--- src/rtl/div_sequencer.sv ---
// Multi-cycle restoring divider: one quotient bit per clock, sign fix-up, one-cycle done pulse.
// Optional macro DIV_EARLY_OUT_EN: skip iteration when |dividend| < |divisor|.
module div_sequencer #(
    parameter int unsigned WIDTH = 32
) (
    input  logic             clk,
    input  logic             rst,
    input  logic             start,
    input  logic [1:0]       div_op,
    input  logic [WIDTH-1:0] dividend,
    input  logic [WIDTH-1:0] divisor,
    input  logic             flush,
    output logic             busy,
    output logic             done,
    output logic [WIDTH-1:0] result
);

    localparam int unsigned CW = (WIDTH > 1) ? $clog2(WIDTH) : 1;

    typedef enum logic [1:0] {IDLE, CALC, FIX, DONE} state_t;

    state_t           state, state_nxt, accept_state;
    logic             op_rem;
    logic             sign_a, sign_b;
    logic [WIDTH-1:0] dvsr, quo, rem, res_q;
    logic [CW-1:0]    cnt;

    logic             is_signed, a_neg, b_neg, accept, div_zero, calc_last;
    logic [WIDTH-1:0] a_mag, b_mag, q_fix, r_fix;
    logic [WIDTH:0]   trial;

    assign is_signed = ~div_op[0];
    assign a_neg     = is_signed & dividend[WIDTH-1];
    assign b_neg     = is_signed & divisor[WIDTH-1];
    assign a_mag     = a_neg ? -dividend : dividend;
    assign b_mag     = b_neg ? -divisor : divisor;
    assign div_zero  = (divisor == '0);
    assign accept    = start & ~flush & ((state == IDLE) | (state == DONE));
    assign calc_last = (cnt == '0);
    // Remainder gains the next dividend bit from the top of the quotient shift register.
    assign trial     = {rem, quo[WIDTH-1]} - {1'b0, dvsr};
    assign q_fix     = (sign_a ^ sign_b) ? -quo : quo;
    assign r_fix     = sign_a ? -rem : rem;

    always_comb begin
        accept_state = CALC;
        if (div_zero) begin
            accept_state = DONE;
        end
`ifdef DIV_EARLY_OUT_EN
        else if (a_mag < b_mag) begin
            accept_state = FIX;
        end
`endif
    end

    always_comb begin
        state_nxt = state;
        case (state)
            IDLE: if (accept) state_nxt = accept_state;
            CALC: if (calc_last) state_nxt = FIX;
            FIX:  state_nxt = DONE;
            DONE: state_nxt = accept ? accept_state : IDLE;
            default: state_nxt = IDLE;
        endcase
        if (flush) begin
            state_nxt = IDLE;
        end
    end

    always_ff @(posedge clk or posedge rst) begin
        if (rst) begin
            state <= IDLE;
        end else begin
            state <= state_nxt;
        end
    end

    always_ff @(posedge clk or posedge rst) begin
        if (rst) begin
            op_rem <= 1'b0;
            sign_a <= 1'b0;
            sign_b <= 1'b0;
            dvsr   <= '0;
            quo    <= '0;
            rem    <= '0;
            cnt    <= '0;
            res_q  <= '0;
        end else if (accept) begin
            op_rem <= div_op[1];
            sign_a <= a_neg;
            sign_b <= b_neg;
            dvsr   <= b_mag;
            cnt    <= CW'(WIDTH - 1);
            if (accept_state == FIX) begin
                quo <= '0;
                rem <= a_mag;
            end else begin
                quo <= a_mag;
                rem <= '0;
            end
            if (div_zero) begin
                res_q <= '0;
            end
        end else if (!flush) begin
            if (state == CALC) begin
                if (!trial[WIDTH]) begin
                    rem <= trial[WIDTH-1:0];
                    quo <= {quo[WIDTH-2:0], 1'b1};
                end else begin
                    rem <= {rem[WIDTH-2:0], quo[WIDTH-1]};
                    quo <= {quo[WIDTH-2:0], 1'b0};
                end
                if (!calc_last) begin
                    cnt <= cnt - 1'b1;
                end
            end else if (state == FIX) begin
                res_q <= op_rem ? r_fix : q_fix;
            end
        end
    end

    assign busy   = (state == CALC) | (state == FIX);
    assign done   = (state == DONE);
    assign result = res_q;

endmodule

--- config.mk ---
export PLATFORM = sky130hd
export DESIGN_NAME = div_sequencer
export DESIGN_NICKNAME = d
export VERILOG_FILES = /design/src/rtl/div_sequencer.sv
export SDC_FILE = /design/constraint.sdc
export NUM_CORES = 1
export LEC_CHECK = 0
export CAP_MARGIN = 20
export CORE_UTILIZATION = 60
export CTS_CLUSTER_SIZE = 25
export DETAILED_ROUTE_END_ITERATION = 10
export PLACE_DENSITY = 0.84
export REMOVE_ABC_BUFFERS = 1
export SLEW_MARGIN = 20
export SYNTH_ARGS = -nofsm -noshare
export SYNTH_HDL_FRONTEND = slang
export SYNTH_SLANG_ARGS = --single-unit
--- constraint.sdc ---
create_clock -name clk -period 7.4 [get_ports clk]
set_input_delay 1.48 -clock clk [delete_from_list [all_inputs] [get_ports clk]]
set_output_delay 1.48 -clock clk [all_outputs]
set_load 0.03 [all_outputs]
==> results.tsv <==
metric	value	unit
slowest stage delay, CP	0.73	ns
Setup crit end kind	register	
number of port buffers	103	
part of the power in combinational logic	0.462	
final net count	1455	
drc violations	0	
CTS buffer count	17	
total global-route track usage	0.311	
First-pass DRT Iterations	5	
number of enable flip-flop cells after synthesis	0	
Adder-Cell Fraction of Synth Area	0.0522	
fin area	12300	µm²
Syn. warnings	0	
DIE WIDTH	134	µm
Max Cap Viol	0	
CTS tree	done	
layout cells sized above 1	0.0532	
worst-path cell chain	inv_1 -> ha_1 -> fa_1 -> nand2b_1 -> a21oi_1 -> o22ai_2 -> o21ai_1 -> o211ai_2 -> o211a_2 -> xnor2_4 -> buf_4 -> nand2_1 -> o21ai_0	
dpl cell area	11600	µm²
Yosys reg bits	138	
clk_skew	0.00604	ns
Min-Delay Path Class	reg2reg	
Syn Area/Cell	8.22	µm²
final wirelength	26.9	mm
area delta synth->final	17.6	%
Top FF cell, synth	dfrtp_1	
Slew Viols, Final	0	
Tmin final	4.36	ns
I/O pin count	104	
Peak supply drop	0.000332	V
number of global-route vias before repair	9242	
sequential power share	0.303	
Max Root-Sink Buffers	2	
core area	16800	µm²
mux share of post-synthesis cell area	0.0459	
maximum fanout along the worst path	23	
Seq/Total Area, Yosys	0.330	
Final TNS setup	0	ns
Overflow after GRT	0	
post-CTS setup repair buffer count	0	
most common cell in the netlist	nand2_1	
Final setup viols	0	
Worst Path Buf+Inv	2	
CP required	7.73	ns
Setup crit start	quo[31]	
Row Count	47	
clk sinks	138	
Hold Path Origin	dvsr[27]	
fmax	229	MHz
simple-gate share of the synthesized area	0.184	
n_diodes	0	
status	finished clean	
Vias/cell	6.13	
startpoint types	register	
initial core utilization	0.622	
Mapped Cells	1272	
Yosys top cell area share	0.330	
XOR/XNOR share of the synthesized area	0.125	
clock power share	0.235	
number of antenna violations at the first check in global routing	0	
fill cell count	1312	
leading post-synthesis cells by cell area	dfrtp_1, xnor2_1, nand2_1, o21ai_0, xor2_1	
cts hold-fix bufs	0	
Slew @ Worst Pin	1.07	ns
Final Hold Viols	0	
Arr. time, crit path	4.70	ns
H-Tree Depth	4	
Internal Power	2.40	mW
largest family of logic cells by synthesized area	compound AO/OA/AOI/OAI gates	
Leakage	5.26	nW
initial DRC count	649	
ys async rst share	1.00	
Top Family by Delay on Critical Path	compound AO/OA/AOI/OAI gates	
setup ws final	3.04	ns
DP Cell Count	1543	
Syn Std Cell Area	10500	µm²
CTS Root Cell	clkbuf_16	
unrepaired setup endpoints after global routing	no	
worst skew pair latency	0.42	ns
final core area utilization	0.731	
synth cell count leaders	nand2_1, dfrtp_1, o21ai_0, a21oi_1, nor2_1	
fin crit share	0.589	
Non-Filler Instances	1574	
post-synthesis cell type count	77	
Synth Area in Compound Gates	0.217	
placed wire-length estimate	19.1	mm
gpl congestion	0.922	
Synth area leader	dfrtp_1	
Die Ht	134	µm
full die area	18000	µm²
Reg2Reg Setup Slack	3.04	ns
Fin Hold WS	0.480	ns
wire per inst	17.1	µm
critical path's slowest cell	xnor2_4	
Crit Path Category	reg2reg	
routed vias	9645	
PD cells	333	nW/µm²
multi-input combinational cell area	6560	µm²
cts repair resizes	0	
ANT nets after route	0	
Pwr Total	4.09	mW
largest net degree at the start of global routing	94	
first-pass GRT wire length	44.5	mm
switching power	1.69	mW
Clock transition at path regs	0.06	ns
Sequential Area	3450	µm²
dpl ws	2.68	ns
Critical R2R Launch	quo[31]	
Slew HR	0.289	
sw frac	0.413	
-- layer usage --
metal,vias to the layer above,part of all wire,GRT usage
li1,4634,-,-
met1,4643,0.42,0.406
met2,302,0.50,0.520
met3,66,0.053,0.0529
met4,0,0.028,0.111
met5,-,0,0
-- power by group through the flow --
| stage | Sequential (mW) | Combinational (mW) | Clock, mW |
|---|---|---|---|
| 2_1_floorplan | 1.28 | 1.28 | 0 |
| 3_3_place_gp | 1.23 | 1.80 | 0 |
| 3_5_place_dp | 1.24 | 1.85 | 0 |
| 4_1_cts | 1.23 | 1.88 | 0.970 |
| 5_1_grt | 1.27 | 2.10 | 1.00 |
| 6_report | 1.24 | 1.89 | 0.962 |
-- logic make-up (layout without fill, tap and decap cells) --
kind of cell / after synthesis / in the layout
buffers and inverters: 124 / 206
AND/OR/NAND/NOR: 402 / 402
multiplexers: 48 / 48
flip-flops: 138 / 138
XOR/XNOR: 147 / 147
AO/OA/AOI/OAI: 370 / 370
adder cells (fa/ha/maj): 43 / 43
-- area by class of cell --
cell class	instances	share of cell area
inverter	62	0.0193
multi-input combinational	1010	0.534
clock buffer	24	0.0408
sequential	138	0.281
timing repair buffer	113	0.0899
clock inverter	7	0.0130
tap	220	0.0224
-- cells in the final DEF (no fill, tap or decap), drive strengths merged, types with 10 or more instances in the layout --
cell type      Yosys  routed
a21o              10      10
nor3              29      29
clkbuf            52      24
o31ai             22      22
nand2b            22      22
ha                42      42
nor2              85      85
clkdlybuf4s50      0     103
nand3             14      14
nand2            170     170
inv               62      62
a21oi             91      91
or3               15      15
xnor2             78      78
buf               10      10
mux2i             48      48
dfrtp            138     138
xor2              69      69
o41ai             12      12
o21ai            149     149
o211ai            16      16
nor4              15      15
a22o              14      14
-- path summary, 6_finish.rpt --
| check | endpoint | depth (start not counted) |
|---|---|---|
| worst min register to register | dvsr[27] | 2 |
| min in group asynchronous | quo[26] | 2 |
| max in group asynchronous | sign_a | 3 |
| worst min-delay path | dvsr[27] | 2 |
| worst max register to register | rem[26] | 13 |
| worst max-delay path | rem[26] | 13 |
-- worst register-to-register path: cells and delay by family (launching register included) --
kind	cells	cell delay [ns]
compound gates	6	1.58
xor+xnor	1	0.73
flops	1	0.35
buf+inv	2	0.54
simple gates	2	0.46
fa+ha+maj	2	0.63
-- registers in the layout, summed over array words and instances, names as in the netlist --
signal and count:
cnt 5, dvsr 32, op_rem 1, quo 32, rem 32, result 32, sign_a 1, sign_b 1
state 2
Power figures use the tool's default switching activity.
